===== config.mk =====
export PLATFORM = sky130hd
export DESIGN_NAME = ex_mem_skid_reg
export DESIGN_NICKNAME = d
export VERILOG_FILES = /design/src/rtl/ex_mem_skid_reg.sv
export SDC_FILE = /design/constraint.sdc
export NUM_CORES = 1
export LEC_CHECK = 0
export ABC_AREA = 1
export BUFFER_PORTS_ARGS = -buffer_cell sky130_fd_sc_hd__buf_2
export CAP_MARGIN = 0
export CELL_PAD_IN_SITES_DETAIL_PLACEMENT = 1
export CELL_PAD_IN_SITES_GLOBAL_PLACEMENT = 1
export CORE_MARGIN = 2
export CORE_UTILIZATION = 36
export CTS_CLUSTER_DIAMETER = 60
export DETAILED_ROUTE_END_ITERATION = 8
export PLACE_DENSITY = 0.82
export SLEW_MARGIN = 20
export SYNTH_ARGS = -nofsm -noshare
export SYNTH_HDL_FRONTEND = slang
export SYNTH_SLANG_ARGS = --single-unit

===== constraint.sdc =====
create_clock -name clk -period 1.4 [get_ports clk]
set_input_delay 0 -clock clk [delete_from_list [all_inputs] [get_ports clk]]
set_output_delay 0 -clock clk [all_outputs]
set_load 0.02 [all_outputs]

===== src/rtl/ex_mem_skid_reg.sv =====
// EX->MEM pipeline register with a two-entry skid buffer (main + skid).
// Optional perf counters (stall_cnt, flush_cnt) when EX_MEM_PERF_EN is defined.
module ex_mem_skid_reg #(
  parameter int XLEN = 64
) (
  input  logic            clk,
  input  logic            rst_n,
  input  logic            flush,
  input  logic            in_valid,
  output logic            in_ready,
  input  logic [XLEN-1:0] pc_i,
  input  logic [XLEN-1:0] alu_result_i,
  input  logic            ram_we_i,
  input  logic [XLEN-1:0] ram_wdata_i,
  input  logic [3:0]      mem_w_wdth_i,
  input  logic            ram_re_i,
  input  logic [5:0]      mem_r_wdth_i,
  input  logic            reg_we_i,
  input  logic [4:0]      reg_waddr_i,
  input  logic [XLEN-1:0] wdate_csr_reg_i,
  output logic            out_valid,
  input  logic            out_ready,
  output logic [XLEN-1:0] pc_o,
  output logic [XLEN-1:0] alu_result_o,
  output logic            ram_we_o,
  output logic [XLEN-1:0] ram_wdata_o,
  output logic [3:0]      mem_w_wdth_o,
  output logic            ram_re_o,
  output logic [5:0]      mem_r_wdth_o,
  output logic            reg_we_o,
  output logic [4:0]      reg_waddr_o,
  output logic [XLEN-1:0] wdate_csr_reg_o
`ifdef EX_MEM_PERF_EN
  ,
  output logic [31:0]     stall_cnt,
  output logic [31:0]     flush_cnt
`endif
);

  typedef struct packed {
    logic [XLEN-1:0] pc;
    logic [XLEN-1:0] alu_result;
    logic            ram_we;
    logic [XLEN-1:0] ram_wdata;
    logic [3:0]      mem_w_wdth;
    logic            ram_re;
    logic [5:0]      mem_r_wdth;
    logic            reg_we;
    logic [4:0]      reg_waddr;
    logic [XLEN-1:0] wdate_csr_reg;
  } ex_mem_t;

  ex_mem_t in_b;
  ex_mem_t main_q, main_d;
  ex_mem_t skid_q, skid_d;
  logic    main_valid_q, main_valid_d;
  logic    skid_valid_q, skid_valid_d;
  logic    accept;

  always_comb begin
    in_b.pc            = pc_i;
    in_b.alu_result    = alu_result_i;
    in_b.ram_we        = ram_we_i;
    in_b.ram_wdata     = ram_wdata_i;
    in_b.mem_w_wdth    = mem_w_wdth_i;
    in_b.ram_re        = ram_re_i;
    in_b.mem_r_wdth    = mem_r_wdth_i;
    in_b.reg_we        = reg_we_i;
    in_b.reg_waddr     = reg_waddr_i;
    in_b.wdate_csr_reg = wdate_csr_reg_i;
  end

  // Ready depends only on the skid flop, never on out_ready.
  assign in_ready = !skid_valid_q;
  assign accept   = in_valid && !skid_valid_q;

  always_comb begin
    main_d       = main_q;
    skid_d       = skid_q;
    main_valid_d = main_valid_q;
    skid_valid_d = skid_valid_q;
    unique case (1'b1)
      flush: begin
        main_valid_d = 1'b0;
        skid_valid_d = 1'b0;
      end
      (!flush && skid_valid_q): begin
        if (out_ready) begin
          main_d       = skid_q;
          main_valid_d = 1'b1;
          skid_valid_d = 1'b0;
        end
      end
      default: begin
        if (!main_valid_q || out_ready) begin
          if (accept) begin
            main_d = in_b;
          end
          main_valid_d = accept;
        end else if (accept) begin
          skid_d       = in_b;
          skid_valid_d = 1'b1;
        end
      end
    endcase
  end

  always_ff @(posedge clk or negedge rst_n) begin
    if (!rst_n) begin
      main_q       <= '0;
      skid_q       <= '0;
      main_valid_q <= 1'b0;
      skid_valid_q <= 1'b0;
    end else begin
      main_q       <= main_d;
      skid_q       <= skid_d;
      main_valid_q <= main_valid_d;
      skid_valid_q <= skid_valid_d;
    end
  end

  assign out_valid       = main_valid_q;
  assign pc_o            = main_q.pc;
  assign alu_result_o    = main_q.alu_result;
  assign ram_wdata_o     = main_q.ram_wdata;
  assign mem_w_wdth_o    = main_q.mem_w_wdth;
  assign mem_r_wdth_o    = main_q.mem_r_wdth;
  assign reg_waddr_o     = main_q.reg_waddr;
  assign wdate_csr_reg_o = main_q.wdate_csr_reg;
  // Side-effecting enables are masked so a bubble never acts.
  assign ram_we_o        = main_q.ram_we & main_valid_q;
  assign ram_re_o        = main_q.ram_re & main_valid_q;
  assign reg_we_o        = main_q.reg_we & main_valid_q;

`ifdef EX_MEM_PERF_EN
  logic [31:0] stall_cnt_q, stall_cnt_d;
  logic [31:0] flush_cnt_q, flush_cnt_d;

  always_comb begin
    stall_cnt_d = stall_cnt_q;
    flush_cnt_d = flush_cnt_q;
    if (main_valid_q && !out_ready) begin
      stall_cnt_d = stall_cnt_q + 32'd1;
    end
    if (flush && (main_valid_q || skid_valid_q || in_valid)) begin
      flush_cnt_d = flush_cnt_q + 32'd1;
    end
  end

  always_ff @(posedge clk or negedge rst_n) begin
    if (!rst_n) begin
      stall_cnt_q <= '0;
      flush_cnt_q <= '0;
    end else begin
      stall_cnt_q <= stall_cnt_d;
      flush_cnt_q <= flush_cnt_d;
    end
  end

  assign stall_cnt = stall_cnt_q;
  assign flush_cnt = flush_cnt_q;
`endif

endmodule

==> impl_metrics.yaml, run 1 <==
sta:
  worst_pin_slew_ns: 0.573
  rsz0062_at_grt: "true"
  whs_ns: 0.182
  max_freq_mhz: 608
  finClkSkew_ns: 0.0473
  fin_crit_sh_pct: 118
  slew_headroom_pct: 61.8
  finalMaxSlewViolations: 0
  hold_viol: 0
  min_period_ns: 1.65
  setup_viol: 547
  layout_setup_ws_ns: -0.245
die:
  core_area_mm2: 0.0742
  row_count: 100
  start_util_pct: 36.2
  dieArea_mm2: 0.0768
  fp.dieW_um: 277
  dieHeight_um: 277
  ioPinCount: 555
global_routing:
  grt_pass1_wl_um: 170000
  met1_usage_pct: 32.3
  grt_use_met2_pct: 48.3
  grt_pass1_vias: 29258
  grt_antenna_before_repair: 18
  track_usage_pct: 28.0
  grt-busiest-layer: "met2"
  grt_util_met3_pct: 5.07
  grt_max_degree: 54
  grt_overflow_total: 0
cts:
  numClockSinks: 550
  cts_buffers: 68
  cts_tree: "built"
  clk_latency_ns: 0.62
  root_buffer: "clkbuf_16"
  clk_path_buf_depth: 3
  clk_pin_slew_ns: 0.07
  htreeDepth: 3
logic_synthesis:
  syn_area_per_cell_um2: 7.63
  yosysUniqueCellTypes: 16
  yosysWarnings: 0
  netlist_area_mm2: 0.0269
  synth.top_cells.by_area: "dfrtp_1 51%, nand2_1 23%, buf_4 7.8%, nand3_1 5.1%, inv_1 3.9%"
  ys_ff_latch: 550
  synth_top_cell_by_area: "dfrtp_1"
  syn-instance-count: 3518
  synth_nets: 3797
  seq_area_frac_synth_pct: 51.3
  synth_top_area_share_pct: 51.3
placement:
  portBuffers: 554
  place_inst: 4735
  gp_congestion: 0.803
  dp_hpwl_um: 60800
  pre_cts_ws_ns: -0.251
layout:
  drive_above_1_share_pct: 22.1
  instances_no_fill: 5183
  final_core_util_pct: 48.7
  final_common_cell: "nand2_1"
  nets: 4424
  num-fill-cells: 8833
  area_growth_pct: 34.5
  final_cell_mix: "1603 x nand2_1, 551 x buf_2, 549 x dfrtp_1, 279 x inv_1, 279 x dlygate4sd3_1"
worst_setup_path:
  worst-path-buf-inv: 3
  crit_family: "buffers and inverters"
  path_class: "reg2reg"
  cp.required_ns: 1.87
  cpMostUsedCell: "buf_12"
  r2r_setup_slack_ns: -0.25
  cpPeakStageDelay_ns: 0.41
  arrival_ns: 2.12
  cp-end-kind: "flop"
  cp_max_fo: 44
  slowest_stage: "dfrtp_1"
  startpoint_type: "flop"
  crit_chain: "nor2_2, buf_4, nand3_4, buf_12, buf_12, o21ai_1"
drt:
  drt_wl_total_um: 114000
  drc: 0
  drt_iter0_markers: 2090
  wire_per_inst_um: 22.1
  vias: 26899
  viasPerCell: 5.19
  dr.pass1.iters: 7
  ant_nets: 0
run:
  drv_cap: 0
status:
  outcome: "finished with violations"
  violations: "setup timing"
pwr:
  p_total_uw: 52200
  vdd_drop_max_v: 0.000858
  power.density_mw_per_mm2: 1450
  p_leak_uw: 0.0203
worst_hold_path:
  min_path_type: "in2reg"
-- layer usage --
metal  share of wire, %  vias up  wire (um)
met5                  0        -          0
met4                6.4        0       7260
met3                6.1      471       6940
met2                 49     1250      56500
met1                 38    13393      43600
li1                   -    11785          -
-- tightest hold or removal path, stage by stage --
cell and delay, ns:
dlygate4sd3_1 0.53, buf_2 0.12, inv_1 0.04, o21ai_1 0.06
-- power by group --
group          switching [uW]  internal, uW  leakage, uW
Sequential               2680         19500      0.00690
Combinational            7240          4450       0.0123
Clock                    7620         10700      0.00111
Total                   17500         34600       0.0203
-- cells by family (layout without fill, tap and decap cells) --
family	Yosys count	count (layout)	synth area share (%)
simple gates	1929	1929	28.3
buf+inv	763	1438	15.3
flops	550	550	51.3
compound gates	276	276	5.15
other cells	0	21	0
-- final cells by class --
| class | instances | area [um2] | share of cell area (%) |
|---|---|---|---|
| Sequential cell | 550 | 13800 | 38.1 |
| Multi-Input combinational cell | 2205 | 9210 | 25.5 |
| Timing Repair Buffer | 1038 | 8550 | 23.7 |
| Clock buffer | 102 | 2040 | 5.65 |
| Tap cell | 969 | 1210 | 3.36 |
| Inverter | 282 | 1070 | 2.95 |
| Clock inverter | 16 | 221 | 0.613 |
| Antenna cell | 21 | 52.6 | 0.146 |
-- final timing paths --
kind / start / to / depth (start not counted)
max in group asynchronous: rst_n / skid_q[260] / 4
min in group asynchronous: rst_n / skid_q[270] / 3
hold reg to reg: skid_q[256] / skid_q[256] / 2
setup reg to reg: skid_valid_q / skid_q[167] / 6
setup / recovery: skid_valid_q / skid_q[167] / 6
hold / removal: wdate_csr_reg_i[53] / skid_q[53] / 4
-- flip-flops by register name (all words and copies together) (netlist names), 3 cells and up --
name and flops:
skid_q 274, alu_result_o 64, pc_o 64, ram_wdata_o 64, wdate_csr_reg_o 64, mem_r_wdth_o 6
reg_waddr_o 5, mem_w_wdth_o 4, main_q 3
-- synthesized netlist by cell type --
cell type / count
nand2_2: 2
clkbuf_1: 38
inv_1: 281
o21ai_1: 172
clkbuf_2: 1
o211ai_1: 1
dfrtp_1: 550
o21ai_0: 103
inv_2: 1
buf_1: 10
nand3_1: 274
nand2_1: 1649
buf_4: 279
nor2_1: 2
buf_2: 153
nand3_2: 2
-- stage by stage --
| stage | cell area [um2] | TNS (ns) |
|---|---|---|
| after floorplan | 26900 | 0 |
| after global placement | 30000 | -26.58 |
| after detailed placement | 30000 | -50.30 |
| after CTS | 35200 | -35.90 |
| after global routing | 36100 | -76.61 |
| final | 36100 | -48.48 |
-- timing repair --
action | CTS | global route
hold buffers | 279 | 0
cloned | 1 | 16
buffers inserted | 2 | 11
hold endpoints to repair | 1100 | 0
pin swaps | 0 | 2
endpoints found under the setup margin | 549 | 550
gates resized for setup | 20 | 103
No activity file was read; power rests on OpenSTA's default activity.
==> inputs of run 2 (changes only) <==
ABC_AREA = not set   (was 1)
CORE_UTILIZATION = 41   (was 36)
PLACE_DENSITY = 0.83   (was 0.82)
==> run 2 against run 1 <==
  * The run still ends with setup timing left
  * Synthesized cell count shrank 50%
  * Via count down 37%
  * Highest routed layer is now met5
  * Combinational power is 7% higher
  * Maximum frequency fell by 16%
  * Total power decreased by 2.1%
  * Largest power group unchanged
  * Sequential cell count did not move
==> impl_metrics.yaml, run 2 <==
logic_synthesis:
  synth_flop_cell: "dfrtp_1"
  synth.top_cells.by_area: "dfrtp_1 51%, mux2_2 24%, mux2_4 14%, buf_4 7.6%, buf_8 1.1%"
  synth_nets: 2027
  netlist_area_mm2: 0.0268
  syn-instance-count: 1748
  yosysUniqueCellTypes: 20
  synthTopCellsByCount: "573 x mux2_2, 550 x dfrtp_1, 272 x buf_4"
  ys_ff_latch: 550
  yosysMostFrequentCell: "mux2_2"
  synth_top_area_share_pct: 51.4
  synth-edff-count: 0
  syn_area_per_cell_um2: 15.3
  ys_async_sr_fraction_pct: 100
  yosysWarnings: 0
  seq_area_frac_synth_pct: 51.4
  synth_top_cell_by_area: "dfrtp_1"
die:
  row_count: 93
  ioPinCount: 555
  fp.dieW_um: 259
  dieHeight_um: 259
  core_area_mm2: 0.0645
  start_util_pct: 41.5
  dieArea_mm2: 0.0673
worst_setup_path:
  path_class: "reg2reg"
  r2r_cells: 5
  startpoint_type: "flop"
  crit_path_end: "skid_q[107]"
  rr_startpoint: "skid_valid_q"
  cp-end-kind: "flop"
  slowest_stage: "or4b_4"
  cp.required_ns: 1.89
  cpMostUsedCell: "buf_12"
  arrival_ns: 2.44
  crit_chain: "buf_4, or4b_4, buf_12, buf_12, mux2_4"
  r2r-end: "skid_q[107]"
  cpPeakStageDelay_ns: 0.52
  cp-startpoint: "skid_valid_q"
  r2r_setup_slack_ns: -0.55
  cp_max_fo: 23
global_routing:
  track_usage_pct: 24.9
  grt_overflow_total: 0
  met1_usage_pct: 26.5
  grt_pass1_wl_um: 129000
  grt_antenna_before_repair: 16
  grt_use_met2_pct: 46.7
  grt_pass1_vias: 20282
  grt-busiest-layer: "met2"
  grt_util_met3_pct: 4.49
  grt_max_degree: 67
status:
  outcome: "finished with violations"
  violations: "setup timing"
placement:
  gp_congestion: 0.824
  dp_hpwl_um: 49200
  pre_cts_ws_ns: -0.496
  place_inst: 2908
  portBuffers: 554
  placed_cell_area_mm2: 0.0293
layout:
  multi_input_area_mm2: 0.0103
  drive_above_1_share_pct: 65.6
  final_cell_mix: "570 x mux2_2, 553 x buf_2, 549 x dfrtp_1, 278 x dlygate4sd3_1, 252 x mux2_4"
  final_core_util_pct: 53.7
  nets: 2691
  largest_register_ffs: 274
  area_growth_pct: 29.4
  final_cell_area_mm2: 0.0346
  instances_no_fill: 3330
  largest_register: "skid_q"
  final_common_cell: "mux2_2"
  regArea_mm2: 0.0138
  num-fill-cells: 6316
cts:
  clk_pin_slew_ns: 0.06
  cts_buffers: 60
  htreeDepth: 2
  clk_path_buf_depth: 3
  clk_latency_ns: 0.63
  numClockSinks: 550
  cts_tree: "built"
  root_buffer: "clkbuf_16"
sta:
  max_freq_mhz: 512
  finalMaxSlewViolations: 0
  worst_pin_slew_ns: 0.367
  fin_crit_sh_pct: 139
  slew_headroom_pct: 75.6
  min_period_ns: 1.95
  layout_setup_ws_ns: -0.552
  hold_viol: 0
  finClkSkew_ns: 0.0365
  rsz0062_at_grt: "true"
  setup_viol: 553
run:
  drv_cap: 0
drt:
  drc: 0
  vias: 17005
  dr.pass1.iters: 4
  viasPerCell: 5.11
  wire_per_inst_um: 26.5
  ant_nets: 0
  drt_wl_total_um: 88400
  drt_iter0_markers: 739
pwr:
  p_leak_uw: 0.0167
  p_total_uw: 51100
  vdd_drop_max_v: 0.00121
  power.density_mw_per_mm2: 1480
worst_hold_path:
  min_path_type: "in2async"
## run 2: changes by cell type after synthesis, sizes merged, moves of 2 or more
cell    change
nand2    -1651
mux2      +822
inv       -281
nand3     -276
o21ai     -274
buf       -101
clkbuf     -17
and2        +3
nand2b      +2
## run 2: layout make-up
| class | instances | share of cell area (%) |
|---|---|---|
| flip-flops and latches | 550 | 39.8 |
| multi-input cells | 834 | 29.8 |
| repair buffers | 965 | 21.5 |
| clock buffers | 84 | 5.00 |
| well taps | 855 | 3.09 |
| clock inverters | 25 | 0.730 |
| diodes | 16 | 0.116 |
| inverters | 1 | 0.0108 |
## run 2: power by group
group | total (uW) | leakage, uW | internal (uW) | switching, uW
sequential | 22300 | 0.00660 | 19600 | 2680
combinational | 12500 | 0.00911 | 6600 | 5950
clock | 16300 | 0.000971 | 9200 | 7080
total | 51100 | 0.0167 | 35400 | 15700
## run 2: what timing repair did
| action | CTS | global route |
|---|---|---|
| cloned | 1 | 12 |
| hold endpoints to repair | 1100 | 0 |
| gates resized for setup | 16 | 27 |
| pin swaps | 0 | 0 |
| hold buffers | 279 | 0 |
| buffers inserted | 2 | 3 |
| endpoints found under the setup margin | 553 | 554 |
## run 2: worst min-delay path by stage
stage	startpoint	end	slack, ns	depth (start not counted)
floorplan	rst_n	alu_result_o[0]	-0.30	0
global placement	rst_n	skid_q[18]	-0.11	1
detailed placement	rst_n	wdate_csr_reg_o[10]	-0.11	1
CTS	rst_n	wdate_csr_reg_o[18]	0.02	3
global route	rst_n	wdate_csr_reg_o[18]	0.06	3
finish	rst_n	wdate_csr_reg_o[10]	0.07	3
## run 2: routing by layer
metal / wire [um] / share of wire, %
met1: 31600 / 36
met2: 48300 / 55
met3: 3930 / 4.4
met4: 4580 / 5.2
met5: 13 / 0.015
## run 2: cells by family after synthesis
| kind of cell | synth area share, % |
|---|---|
| muxes | 38.1 |
| AOI/OAI and AO/OA | 0.103 |
| and+or+nand+nor | 0.187 |
| buffers and inverters | 10.2 |
| DFF | 51.4 |
## run 2: through the flow
| stage | hold slack (ns) | setup TNS [ns] |
|---|---|---|
| after floorplan | -0.296 | -199.64 |
| after global placement | -0.111 | -216.64 |
| after detailed placement | -0.105 | -230.18 |
| after CTS | 0.0160 | -226.56 |
| after global routing | 0.0618 | -286.64 |
| final | 0.0746 | -260.54 |
## run 2: critical path, delay by kind of cell (launching register included)
family,cells,cell delay (ns)
DFF,1,0.41
and+or+nand+nor,1,0.52
muxes,1,0.33
buffers and inverters,3,0.53
==> inputs of run 3 (changes only) <==
CORE_ASPECT_RATIO = 0.7   (was not set)
==> run 3 against run 2 <==
  * The run ends with hold timing, setup timing left
  * Combinational power barely moved
  * Non-clock buffer count fell by 1
  * Design area rose by 0.13%
  * Final cell count rose by 0.21%
  * Count of clock-buffer cells in the layout fell by 6
  * Critical path type unchanged
==> impl_metrics.yaml, run 3 (synthesis gave the netlist of run 2 again) <==
status:
  outcome: "finished with violations"
  violations: "hold timing, setup timing"
worst_setup_path:
  cp-end-kind: "flop"
  rr_startpoint: "out_valid"
  crit_chain: "nand2b_1, or4b_4, buf_12, buf_12, mux2_4"
  cp_max_fo: 27
  slowest_stage: "or4b_4"
  r2r_cells: 5
  cp-startpoint: "out_valid"
  r2r-end: "skid_q[223]"
  r2r_setup_slack_ns: -0.54
  arrival_ns: 2.42
  path_class: "reg2reg"
  cpPeakStageDelay_ns: 0.57
  cp.required_ns: 1.88
  startpoint_type: "flop"
  crit_path_end: "skid_q[223]"
  cpMostUsedCell: "buf_12"
pwr:
  vdd_drop_max_v: 0.00106
  p_total_uw: 50500
  p_leak_uw: 0.0168
  power.density_mw_per_mm2: 1460
sta:
  whs_ns: -0.318
  setup_viol: 553
  min_period_ns: 1.94
  layout_setup_ws_ns: -0.539
  worst_pin_slew_ns: 0.651
  hold_viol: 2
  fin_crit_sh_pct: 138
  finalMaxSlewViolations: 0
  max_freq_mhz: 516
  finClkSkew_ns: 0.0232
  slew_headroom_pct: 56.6
  rsz0062_at_grt: "true"
cts:
  holdBufCountCts: 277
  clk_path_buf_depth: 3
  root_buffer: "clkbuf_16"
  clk_latency_ns: 0.60
  clk_pin_slew_ns: 0.07
  numClockSinks: 550
  cts_tree: "built"
  cts_buffers: 55
  htreeDepth: 2
die:
  start_util_pct: 41.4
  dieArea_mm2: 0.0674
  dieHeight_um: 218
  row_count: 78
  core_area_mm2: 0.0647
  fp.dieW_um: 309
  ioPinCount: 555
layout:
  drive_above_1_share_pct: 65.5
  area_growth_pct: 29.5
  nets: 2685
  final_common_cell: "mux2_2"
  multi_input_area_mm2: 0.0103
  largest_register: "skid_q"
  regArea_mm2: 0.0138
  final_cell_mix: "558 x mux2_2, 553 x buf_2, 549 x dfrtp_1, 277 x dlygate4sd3_1, 264 x mux2_4"
  num-fill-cells: 6307
  final_core_util_pct: 53.6
  largest_register_ffs: 274
global_routing:
  grt_pass1_wl_um: 127000
  grt_pass1_vias: 20127
  grt_max_degree: 51
  grt_overflow_total: 0
  track_usage_pct: 24.9
  grt_antenna_before_repair: 13
drt:
  drt_wl_total_um: 86400
  wire_per_inst_um: 25.9
  drc: 0
  ant_nets: 0
  viasPerCell: 5.04
  vias: 16827
  drt_iter0_markers: 760
  dr.pass1.iters: 6
run:
  drv_cap: 0
placement:
  portBuffers: 554
  gp_congestion: 0.821
  dp_hpwl_um: 48000
worst_hold_path:
  min_path_type: "in2reg"
==> run 3: cell types whose count changed in the layout (fill, tap and decap cells not counted), sizes merged <==
| cell | delta |
|---|---|
| clkbuf | -9 |
| clkinvlp | -5 |
| diode | -5 |
| bufbuf | +3 |
| bufinv | +2 |
| clkinv | -2 |
| dlygate4sd3 | -1 |
| inv | -1 |
==> run 3: worst min-delay path by stage <==
stage | start | endpoint | slack, ns | cells past startpoint
floorplan | rst_n | alu_result_o[0] | -0.30 | 0
global placement | rst_n | ram_wdata_o[24] | 0.01 | 1
detailed placement | rst_n | ram_wdata_o[24] | 0.02 | 1
CTS | out_ready | skid_valid_q | -0.39 | 2
global route | out_ready | skid_valid_q | -0.34 | 2
finish | out_ready | skid_valid_q | -0.32 | 2
==> run 3: area by class of cell <==
type	instances	share of cell area (%)
antenna	11	0.0794
clock buffer	78	4.69
clock inverter	19	0.682
inverter	1	0.0108
multi-input combinational	834	29.8
sequential	550	39.7
tap	880	3.18
timing repair buffer	964	21.8
==> run 3: layer usage <==
layer  global-route usage, %  up-vias  routed length, um
met5                       0        -                 13
met4                    12.0        2               4120
met3                    4.45      237               3500
met2                    45.3      567              46100
met1                    28.1     8855              32700
li1                        -     7166                  -
==> run 3: timing repair <==
item                                    4_1_cts  5_1_grt
resized for setup                            36       38
hold endpoints to repair                   1100        2
pin swaps                                     0        0
gates cloned                                 10        7
buffers inserted                             11        6
endpoints found under the setup margin      553      553
==> run 3: where the power goes <==
part | switching (uW) | total (uW) | internal, uW
combinational | 5850 | 12500 | 6610
clock | 6820 | 15800 | 9000
sequential | 2610 | 22200 | 19600
total | 15300 | 50500 | 35200
==> run 3: critical path, delay by kind of cell, from the launching register on <==
| kind | cells | cell delay (ns) |
|---|---|---|
| simple gates | 2 | 0.67 |
| mux | 1 | 0.33 |
| buf+inv | 2 | 0.42 |
| flops | 1 | 0.38 |
==> run 3: through the flow <==
stage,TNS (ns),hold WS [ns],cells,cell area [um2],setup WS [ns]
floorplan,-199.64,-0.296,1748,27200,-0.471
detailed placement,-240.53,0.0244,2920,29200,-0.508
global placement,-218.31,0.0138,2920,29200,-0.465
global route,-274.52,-0.345,3337,34700,-0.569
CTS,-243.08,-0.392,3315,34300,-0.501
finish,-258.92,-0.318,3337,34700,-0.539
